## src/rtl/lcd_dct_pkg.sv

```systemverilog
// lcd_dct_pkg: shared widths and FSM state type for the DCT trace packer.
package lcd_dct_pkg;
    localparam int DCT_ATOM_W = 2;
    localparam int DCT_BUF_W = 30;
    localparam int DCT_CNT_W = 4;
    localparam int DCT_ATOMS_PER_WORD = DCT_BUF_W / DCT_ATOM_W;
    typedef enum logic [1:0] {RUN, DRAIN, ENDED} dct_state_t;
endpackage

```

## src/rtl/lcd_dct_out_reg.sv

```systemverilog
// lcd_dct_out_reg: one-entry valid/ready holding register for {count, buffer}.
module lcd_dct_out_reg
    import lcd_dct_pkg::*;
#(
    parameter int W = DCT_CNT_W + DCT_BUF_W
) (
    input  logic         clk,
    input  logic         reset_n,
    input  logic         load,
    input  logic [W-1:0] load_data,
    input  logic         ready,
    output logic [W-1:0] data,
    output logic         valid,
    output logic         out_free
);
    assign out_free = !valid || ready;
    always_ff @(posedge clk or negedge reset_n) begin
        if (!reset_n) begin
            data  <= '0;
            valid <= 1'b0;
        end else begin
            if (load) data <= load_data;
            valid <= load || (valid && !ready);
        end
    end
endmodule

```

## src/rtl/lcd_dct_packer.sv

```systemverilog
// lcd_dct_packer: packs 2-bit trace atoms into 15-atom DCT words with end-of-test flush.
// Optional stall statistics counter enabled by `define DCT_STALL_CNT_EN.
module lcd_dct_packer
    import lcd_dct_pkg::*;
#(
    parameter int ATOM_W = DCT_ATOM_W,
    parameter int BUF_W  = DCT_BUF_W,
    parameter int CNT_W  = DCT_CNT_W
) (
    input  logic              clk,
    input  logic              reset_n,
    input  logic              atom_valid,
    input  logic [ATOM_W-1:0] atom_data,
    output logic              atom_ready,
    input  logic              test_ending,
    output logic [BUF_W-1:0]  dct_buffer,
    output logic [CNT_W-1:0]  dct_count,
    output logic              dct_valid,
    input  logic              dct_ready,
    output logic              test_has_ended,
    output logic [7:0]        stall_count
);
    localparam int APW = BUF_W / ATOM_W;
    logic [BUF_W-1:0] acc;
    logic [CNT_W-1:0] acc_cnt;
    dct_state_t state, state_nxt;
    logic out_free, acc_full, transfer, accept, drained;
    logic [CNT_W+BUF_W-1:0] out_word;
    assign acc_full = acc_cnt == CNT_W'(APW);
    assign transfer = out_free && (acc_full || (state == DRAIN && acc_cnt != '0));
    // Gated by reset_n so every output reads 0 while reset is asserted.
    assign atom_ready = reset_n && state == RUN && (!acc_full || out_free);
    assign accept = atom_valid && atom_ready;
    assign drained = acc_cnt == '0 && out_free;
    assign test_has_ended = state == ENDED;
    assign {dct_count, dct_buffer} = out_word;
    always_ff @(posedge clk or negedge reset_n) begin
        if (!reset_n) begin
            state   <= RUN;
            acc     <= '0;
            acc_cnt <= '0;
        end else begin
            state <= state_nxt;
            if (transfer) begin
                acc     <= accept ? BUF_W'(atom_data) : '0;
                acc_cnt <= accept ? CNT_W'(1) : '0;
            end else if (accept) begin
                acc     <= {acc[BUF_W-ATOM_W-1:0], atom_data};
                acc_cnt <= acc_cnt + 1'b1;
            end
        end
    end
    // With nothing buffered, an end request completes without lingering in DRAIN.
    always_comb begin
        state_nxt = state;
        state_nxt = (state == RUN && test_ending) ? ((drained && !accept) ? ENDED : DRAIN)
                  : (state == DRAIN && drained) ? ENDED : state;
    end
    lcd_dct_out_reg #(.W(CNT_W + BUF_W)) u_out (
        .clk       (clk),
        .reset_n   (reset_n),
        .load      (transfer),
        .load_data ({acc_cnt, acc}),
        .ready     (dct_ready),
        .data      (out_word),
        .valid     (dct_valid),
        .out_free  (out_free)
    );
`ifdef DCT_STALL_CNT_EN
    always_ff @(posedge clk or negedge reset_n) begin
        if (!reset_n) stall_count <= '0;
        else if (state == RUN && atom_valid && !atom_ready && stall_count != 8'hFF)
            stall_count <= stall_count + 1'b1;
    end
`else
    assign stall_count = '0;
`endif
endmodule

```

## config.mk

```make
export PLATFORM = sky130hd
export DESIGN_NAME = lcd_dct_packer
export DESIGN_NICKNAME = d
export VERILOG_FILES = /design/src/rtl/lcd_dct_pkg.sv /design/src/rtl/lcd_dct_out_reg.sv /design/src/rtl/lcd_dct_packer.sv
export SDC_FILE = /design/constraint.sdc
export NUM_CORES = 1
export LEC_CHECK = 0
export BUFFER_PORTS_ARGS = -buffer_cell sky130_fd_sc_hd__buf_2
export CORE_MARGIN = 2
export CORE_UTILIZATION = 60
export CTS_CLUSTER_SIZE = 25
export DETAILED_ROUTE_END_ITERATION = 6
export PLACE_DENSITY = 0.82
export SYNTH_ARGS = -nofsm -noshare
export SYNTH_HDL_FRONTEND = slang
export SYNTH_HIERARCHICAL = 1
export SYNTH_SLANG_ARGS = --single-unit
```

## constraint.sdc

```tcl
create_clock -name clk -period 4.15 [get_ports clk]
set_input_delay 0.83 -clock clk [delete_from_list [all_inputs] [get_ports clk]]
set_output_delay 0.83 -clock clk [all_outputs]
set_load 0.05 [all_outputs]
```

==> flow_summary.json <==
{
  "status": "complete, no violations",
  "grt.total_usage_pct": 19.1,
  "p_per_area_nw_per_um2": 382,
  "cp_common_cell": "buf_2",
  "post_cts_resized": 0,
  "ys_seq_area_share_pct": 56.7,
  "cp_slowest_stage_delay_ps": 270,
  "hold_violations": 0,
  "netlist_top_cells_count": "71 x dfrtp_1, 63 x nand2_1, 31 x a21oi_1, 29 x mux2_4, 11 x buf_4",
  "clk_pin_slew_ps": 70,
  "relSlewSlack_pct": 45.4,
  "yosysTopAreaCell": "dfrtp_1",
  "pwr-share-clk_pct": 45.9,
  "postCtsSetupBuffers": 0,
  "grt_max_degree": 69,
  "port_buffers": 43,
  "yosysUniqueCellTypes": 31,
  "cp.required_ps": 3320,
  "final_cell_area_um2": 3510,
  "synth_xor_xnor_area_share_pct": 0.279,
  "p_int_mw": 1.07,
  "synth_edf_count": 0,
  "yosys.area_share.simple_pct": 12.3,
  "synth_fa_ha_area_share_pct": 0.798,
  "coreArea_um2": 5070,
  "postRouteAntennaNets": 0,
  "synth_area_leaders": "dfrtp_1 57%, mux2_4 14%, nand2_1 7.5%",
  "synth_flop_cell": "dfrtp_1",
  "leakagePower_nw": 1.78,
  "worst_path_max_delay_cell": "nand4b_2",
  "rsz0062_at_grt": "no",
  "start_util_pct": 61.8,
  "layout.nets": 307,
  "worst_slew_pin_slew_ps": 818,
  "drive_gt1_share_pct": 33.3,
  "grt_pass1_wl_um": 8650,
  "seqCellArea_um2": 1780,
  "hold_path_class": "input pin to asynchronous set/reset pin",
  "p_seq_share_pct": 51.6,
  "die_x_um": 76.3,
  "period_needed_ps": 2600,
  "die_h_um": 76.3,
  "rows": 26,
  "fill_cells": 387,
  "clock_skew_ps": 9.87,
  "synthMuxAreaShare_pct": 16.0,
  "drv_slew": 0,
  "num_antenna_cells": 0,
  "cts_tree": "yes",
  "synthToLayoutAreaGrowth_pct": 12.0,
  "cp_max_fo": 4,
  "num_vias": 1967,
  "overflow": 0,
  "drc": 0,
  "fin_tns_setup_ps": 0,
  "dpl_cell_area_um2": 3290,
  "yosysWarnings": 6,
  "routedWlPerCell_um": 14.1,
  "fmax_mhz": 385,
  "p_switching_mw": 0.274,
  "dieArea_um2": 5820,
  "place_inst": 357,
  "synth_top_family_by_area": "multiplexers",
  "combPwrFrac_pct": 2.5,
  "numClockSinks": 71,
  "path_class": "input pin to primary output",
  "swShare_pct": 20.4,
  "drt_wl_total_um": 5250,
  "cts_made_buffers": 9,
  "ir_drop_v": 0.000205,
  "cts_max_path_buffers": 2,
  "setup_viol": 0,
  "antenna_found_initial": 0,
  "multi_input_area_um2": 1160,
  "synthCells": 256,
  "globalplace.congestion": 0.697,
  "crit_path_start_kind": "input pin",
  "fin_cells": 373,
  "vias_per_cell": 5.27,
  "htree_levels": 3,
  "cp.arrival_ps": 1770,
  "period_share_pct": 62.7,
  "io_pins": 52,
  "ctsRootBufferMaster": "clkbuf_8",
  "yosysTopAreaCellShare_pct": 56.7,
  "synth_most_common_cell": "dfrtp_1",
  "synth_compound_area_share_pct": 6.67,
  "clkLatencyLatePin_ps": 340,
  "hold_buffers": 0,
  "synth.avg_cell_area_um2": 12.2,
  "path_cells": "buf_2 > nand2b_1 > nand4b_2 > and3_1 > buf_2",
  "ys_ff_latch": 71,
  "hpwlAfterDp_um": 3300,
  "synth-async-reset-ratio_pct": 100,
  "drt_iter0_markers": 200,
  "cap_violations": 0,
  "drt_first_pass_iters": 4,
  "critPathCaptureType": "primary output",
  "syn_area_um2": 3130,
  "first_global_vias": 1835
}
-- cell families (layout without fill, tap and decap cells) --
family,after synthesis,after routing
XOR/XNOR,1,1
AO/OA/AOI/OAI,40,40
adder cells (fa/ha/maj),2,2
flip-flops,71,71
AND/OR/NAND/NOR,81,81
other,1,8
buffers and inverters,25,65
multiplexers,35,35
-- stage by stage --
| step | utilization [%] | power, mW | hold WS, ps | setup WS (ps) |
|---|---|---|---|---|
| finish | 69.2 | 1.34 | 286 | 1550 |
| detailed placement | 64.8 | 0.739 | 487 | 1530 |
| floorplan | - | 0.727 | 479 | 1710 |
| global placement | 64.8 | 0.739 | 489 | 1560 |
| CTS | 69.2 | 1.35 | 281 | 1530 |
| global route | 69.2 | 1.38 | 276 | 1490 |
-- critical path: cells and delay by family --
family,cells,cell delay [ps]
AND/OR/NAND/NOR,3,640
buffers and inverters,2,290
-- cell type report --
class	count	share of cell area (%)
Sequential cell	71	50.6
Multi-Input combinational cell	167	33.0
Clock inverter	3	1.85
Clock buffer	13	4.53
Tap cell	70	2.49
Timing Repair Buffer	46	7.20
Inverter	3	0.321
-- path summary, 6_finish.rpt --
check | endpoint | slack [ps] | cells after the start | startpoint
worst min-delay path | u_out/data[31] | 290 | 1 | reset_n
worst max register to register | u_out/data[5] | 1900 | 6 | acc_cnt[1]
worst max-delay path | atom_ready | 1550 | 5 | dct_ready
min in group clk | u_out/data[22] | 510 | 1 | u_out/data[22]
max in group asynchronous | u_out/data[28] | 2860 | 2 | reset_n
worst min register to register | u_out/data[22] | 510 | 1 | u_out/data[22]
-- power by group through the flow --
stage                     clock network (mW)  logic [mW]  registers [mW]
after detailed placement                   0      0.0344           0.705
after CTS                              0.621      0.0344           0.692
after global routing                   0.653      0.0371           0.691
final                                  0.615      0.0334           0.692
after floorplan                            0      0.0221           0.705
after global placement                     0      0.0340           0.705
-- routing by layer --
| layer | wire (um) | track usage, % | vias to the layer above |
|---|---|---|---|
| met3 | 211 | 3.79 | 14 |
| li1 | - | - | 928 |
| met2 | 2420 | 28.1 | 53 |
| met4 | 135 | 11.8 | 0 |
| met5 | 0 | 0 | - |
| met1 | 2480 | 26.4 | 972 |
-- cell usage in the layout, fill, tap and decap left out, types with 2 or more instances in the layout --
cell	count
ha_1	2
bufinv_16	2
nand2_1	63
mux2_4	29
mux2_2	5
clkbuf_1	2
buf_4	3
nand2b_1	4
nor2_1	3
inv_1	3
dfrtp_1	71
conb_1	8
buf_2	42
a21oi_1	31
nor2_4	2
o21ai_0	5
clkbuf_8	11
-- flip-flops by register name (all words and copies together) (netlist names) --
register / cells
u_out/valid: 1
acc: 30
state: 2
u_out/data: 34
acc_cnt: 4
Note: power is estimated with default switching activity, not from simulation.
